## config.mk

```make
export PLATFORM = sky130hd
export DESIGN_NAME = alu_divider
export DESIGN_NICKNAME = d
export VERILOG_FILES = /design/src/rtl/alu_divider.sv
export SDC_FILE = /design/constraint.sdc
export NUM_CORES = 1
export LEC_CHECK = 0
export CORE_MARGIN = 1
export CORE_UTILIZATION = 50
export CTS_BUF_LIST = sky130_fd_sc_hd__clkbuf_8
export CTS_CLUSTER_DIAMETER = 150
export DETAILED_ROUTE_END_ITERATION = 7
export PLACE_DENSITY = 0.73
export SLEW_MARGIN = 5
export SYNTH_ARGS = -nofsm -noshare
export SYNTH_HDL_FRONTEND = slang
export SYNTH_SLANG_ARGS = --single-unit
```

## constraint.sdc

```tcl
create_clock -name clk -period 8.4 [get_ports clk]
set_input_delay 1.26 -clock clk [delete_from_list [all_inputs] [get_ports clk]]
set_output_delay 1.26 -clock clk [all_outputs]
set_load 0.01 [all_outputs]
```

## src/rtl/alu_divider.sv

```systemverilog
// Multi-cycle restoring divider beside the ALU: signed/unsigned quotient and remainder
// with a start/done handshake, one quotient bit per cycle plus a final sign-fix cycle.
module alu_divider #(
    parameter int WIDTH = 32,
    parameter int CNT_W = 6
) (
    input  logic             clk,
    input  logic             rst_n,
    input  logic             start,
    input  logic             is_signed,
    input  logic [WIDTH-1:0] dividend,
    input  logic [WIDTH-1:0] divisor,
    output logic [WIDTH-1:0] quotient,
    output logic [WIDTH-1:0] remainder,
    output logic             busy,
    output logic             done,
    output logic             div_zero
);

    typedef enum logic [1:0] {
        IDLE = 2'd0,
        RUN  = 2'd1,
        FIX  = 2'd2
    } state_t;

    state_t           state_r;
    logic             qNeg_r;
    logic             rNeg_r;
    logic             zeroPath_r;
    logic [WIDTH:0]   partRem_r;
    logic [WIDTH-1:0] quo_r;
    logic [WIDTH-1:0] divisorMag_r;
    logic [CNT_W-1:0] cnt_r;

    logic [WIDTH:0]   shifted_s;
    logic [WIDTH:0]   trial_s;
    logic             dividendNeg_s;
    logic             divisorNeg_s;

    function automatic logic [WIDTH-1:0] condNeg(input logic [WIDTH-1:0] value, input logic neg);
        logic [WIDTH-1:0] result;
        if (neg) begin
            result = ~value + WIDTH'(1);
        end else begin
            result = value;
        end
        return result;
    endfunction

    // Operand signs and the trial subtraction for the current restoring step.
    always_comb begin
        dividendNeg_s = is_signed & dividend[WIDTH-1];
        divisorNeg_s  = is_signed & divisor[WIDTH-1];
        shifted_s     = {partRem_r[WIDTH-1:0], quo_r[WIDTH-1]};
        trial_s       = shifted_s - {1'b0, divisorMag_r};
    end

    // quo_r shifts the dividend magnitude out at the top while quotient bits enter at the bottom;
    // on the divide-by-zero path it simply parks the raw dividend for the remainder output.
    always_ff @(posedge clk or negedge rst_n) begin
        if (!rst_n) begin
            state_r      <= IDLE;
            qNeg_r       <= 1'b0;
            rNeg_r       <= 1'b0;
            zeroPath_r   <= 1'b0;
            partRem_r    <= '0;
            quo_r        <= '0;
            divisorMag_r <= '0;
            cnt_r        <= '0;
            quotient     <= '0;
            remainder    <= '0;
            busy         <= 1'b0;
            done         <= 1'b0;
            div_zero     <= 1'b0;
        end else begin
            case (state_r)
                IDLE: begin
                    done <= 1'b0;
                    if (start) begin
                        busy       <= 1'b1;
                        div_zero   <= 1'b0;
                        cnt_r      <= '0;
                        partRem_r  <= '0;
                        qNeg_r     <= dividendNeg_s ^ divisorNeg_s;
                        rNeg_r     <= dividendNeg_s;
                        divisorMag_r <= condNeg(divisor, divisorNeg_s);
                        if (divisor == '0) begin
                            zeroPath_r <= 1'b1;
                            quo_r      <= dividend;
                            state_r    <= FIX;
                        end else begin
                            zeroPath_r <= 1'b0;
                            quo_r      <= condNeg(dividend, dividendNeg_s);
                            state_r    <= RUN;
                        end
                    end else begin
                        state_r <= IDLE;
                    end
                end
                RUN: begin
                    if (!trial_s[WIDTH]) begin
                        partRem_r <= trial_s;
                        quo_r     <= {quo_r[WIDTH-2:0], 1'b1};
                    end else begin
                        partRem_r <= shifted_s;
                        quo_r     <= {quo_r[WIDTH-2:0], 1'b0};
                    end
                    cnt_r <= cnt_r + CNT_W'(1);
                    if (cnt_r == CNT_W'(WIDTH - 1)) begin
                        state_r <= FIX;
                    end else begin
                        state_r <= RUN;
                    end
                end
                FIX: begin
                    if (zeroPath_r) begin
                        quotient  <= '1;
                        remainder <= quo_r;
                        div_zero  <= 1'b1;
                    end else begin
                        quotient  <= condNeg(quo_r, qNeg_r);
                        remainder <= condNeg(partRem_r[WIDTH-1:0], rNeg_r);
                        div_zero  <= 1'b0;
                    end
                    done    <= 1'b1;
                    busy    <= 1'b0;
                    state_r <= IDLE;
                end
                default: begin
                    state_r <= IDLE;
                    busy    <= 1'b0;
                    done    <= 1'b0;
                end
            endcase
        end
    end

endmodule

```

==> impl_results.md <==
- Top cells by area, synth: dfrtp_1 38%, o21ai_0 7.7%, xor2_1 6.0%
- Total track usage: 0.272
- Die Ht: 153 um
- Worst Skew: 0.0130 ns
- Worst setup SP type: flip-flop
- Sw power: 2210 uW
- Tightest Pin Transition: 1.22 ns
- Clk slew on worst S/H paths: 0.09 ns
- First-pass detailed-route iteration total: 8
- Failing checks: design-rule violations
- Cells after synthesis: 1335
- Clock Root Buffer: clkbuf_8
- Syn Std Cell Area: 0.0113 mm2
- Worst hold endpoint: quotient[31]
- Period utilisation layout: 0.505
- Pwr Density: 375 mW/mm2
- Post-synth cell types: 61
- Top_reg_cell synth: dfrtp_1
- Multi-input logic area: 0.00649 mm2
- Status: complete, but fails checks
- Post-Syn Nets: 1441
- WHS Path Cells: 2
- Register-to-register setup slack: 4.15 ns
- DR WL/cell: 18.1 um
- Top-Level Pins: 135
- Slew Limit Fails: 0
- Synth cell count leaders: 175 x o21ai_0, 174 x dfrtp_1, 172 x nand2_1, 94 x a21oi_1, 78 x xor2_1
- Vias in the first global route: 9527
- Endpoint type of the worst setup path: flip-flop
- Avg Synthesized Cell Area: 8.49 um2
- Dpl cells: 1674
- Pleak: 0.00552 uW
- EDFF count, synth: 0
- Initial antenna violation count: 0
- Final Core Density: 0.600
- HPWL after DPL: 23200 um
- Post-route insts no fill: 1705
- Sequential share of power: 0.330
- Antenna diodes: 0
- Async SR Flop Fraction: 1.00
- # rows: 54
- TNS Setup: 0 ns
- Minimum clock period: 4.25 ns
- Synthesis-to-layout area growth: 16.6%
- Max Cap Violations: 0
- FF-to-FF path depth: 9
- Clk sinks: 174
- CTS Hold Bufs: 0
- Sequential area share after synthesis: 0.384
- Post-CTS sizing: 0
- Peak VDD IR: 0.149 mV
- Yosys top cell area share: 0.384
- Synth area leader: dfrtp_1
- First-pass GRT wire length: 50400 um
- Sw frac: 0.445
- Pint: 2750 uW
- GP Congestion: 0.916
- Post-route ant nets: 0
- Vias per cell: 5.86
- H-tree depth: 4
- Fillcell total: 2020
- Register area: 0.00436 mm2
- Clk pwr share: 0.128
- Combinational Power Share: 0.542
- Worst slew margin: 0.185
- Critical Path Fanout Max: 14
- Clock buffer depth: 2
- Data arrival, critical path: 4.63 ns
- Final Hold Fails: 0
- Worst Path Class, Setup: flip-flop to flip-flop
- Worst path required time: 8.78 ns
- Max Freq: 236 MHz
- Die Wd: 153 um
- Layout cells sized above 1: 0.0442
- Drt initial violations: 678
- GRT Residual Overflow: 0
- Clk_lat worst skew: 0.48 ns
- Initial core utilization: 0.515
- Worst Hold Class: flip-flop to flip-flop
- Layout Nets: 1519
- Synth Register Bits: 174
- CTS tree: yes
- Warnings, synthesis: 0
- Pin count of the biggest net entering global routing: 92
- Reg2Reg Launch Point: partRem_r[15]
- Setup Fix Bufs, Post-CTS: 0
- Die area: 0.0233 mm2
- Final Power: 4950 uW
- DRT Wirelength: 30800 um
- Core box area: 0.0220 mm2
- Remaining DRCs: 15
- Final setup fails: 0
- Num CTS Buffers: 17
- Reg-to-reg endpoint: partRem_r[21]
- RSZ-0062 raised after global routing: false
- Most frequent cell after synthesis: o21ai_0
- Number of port buffers: 134
- HP Start: quotient[31]
- Vias: 9990
[flip-flops by register name, summed over array words and instances (netlist names)]
name and count:
divisorMag_r 32, partRem_r 32, quo_r 32, quotient 32, remainder 32, cnt_r 6, state_r 2, busy 1
div_zero 1, done 1, qNeg_r 1, rNeg_r 1, zeroPath_r 1
[placed cells by master, fill, tap and decap left out, drive strengths merged, types with 37 or more instances in the layout]
cell | synthesis | routed
inv | 51 | 56
xor2 | 78 | 78
clkdlybuf4s50 | 0 | 133
ha | 37 | 37
nor2 | 72 | 72
o21ai | 183 | 183
xnor2 | 67 | 67
dfrtp | 174 | 174
a21oi | 94 | 94
nand2 | 172 | 172
[worst max path at each step]
stage / startpoint / to / slack, ns
after floorplan: divisor[13] / quo_r[29] / 4.75
after global placement: divisor[2] / quo_r[20] / 3.98
after detailed placement: divisor[2] / quo_r[30] / 3.90
after CTS: quo_r[31] / partRem_r[21] / 4.22
after global routing: quo_r[31] / partRem_r[10] / 3.89
final: partRem_r[15] / partRem_r[21] / 4.15
[layout make-up]
cell class,instances,area share
repair buffers,143,0.107
inverters,51,0.0145
clock inverters,14,0.0139
flip-flops and latches,174,0.330
well taps,280,0.0265
multi-input cells,1026,0.491
clock buffers,17,0.0177
[critical path, stage by stage, from the launching register on]
cell and delay (ns):
dfrtp_1 0.53, ha_1 0.46, nand2_1 0.13, nor4_1 0.54
o211ai_1 0.26, nand4_1 0.25, a211oi_1 0.13, nor3_2 0.99
nand2_1 0.55, o21ai_0 0.32
[power groups by stage]
| stage | Sequential, uW | Combinational, uW | Clock [uW] |
|---|---|---|---|
| floorplan | 1540 | 1840 | 0 |
| global placement | 1630 | 2630 | 0 |
| detailed placement | 1650 | 2670 | 0 |
| CTS | 1630 | 2670 | 641 |
| global route | 1700 | 2990 | 672 |
| finish | 1640 | 2680 | 633 |
[cell families after synthesis]
logic type      synth area share
xor+xnor                   0.112
buf+inv                   0.0457
compound gates             0.248
simple gates               0.158
fa+ha+maj                 0.0426
flops                      0.384
mux                      0.00972
[stage by stage]
step	hold slack (ns)	area (um2)	setup slack, ns
2_1_floorplan	0.450	11300	4.75
3_3_place_gp	0.458	12800	3.98
6_report	0.484	13200	4.15
4_1_cts	0.488	13200	4.22
5_1_grt	0.511	13200	3.89
3_5_place_dp	0.465	12800	3.90
[routing by layer]
metal	wire length, um	global-route usage	vias to the layer above
met5	0	0	-
met4	950	0.105	0
met3	1880	0.0441	48
met2	14300	0.442	364
met1	13700	0.365	4657
li1	-	-	4921
Power figures use the tool's default switching activity.
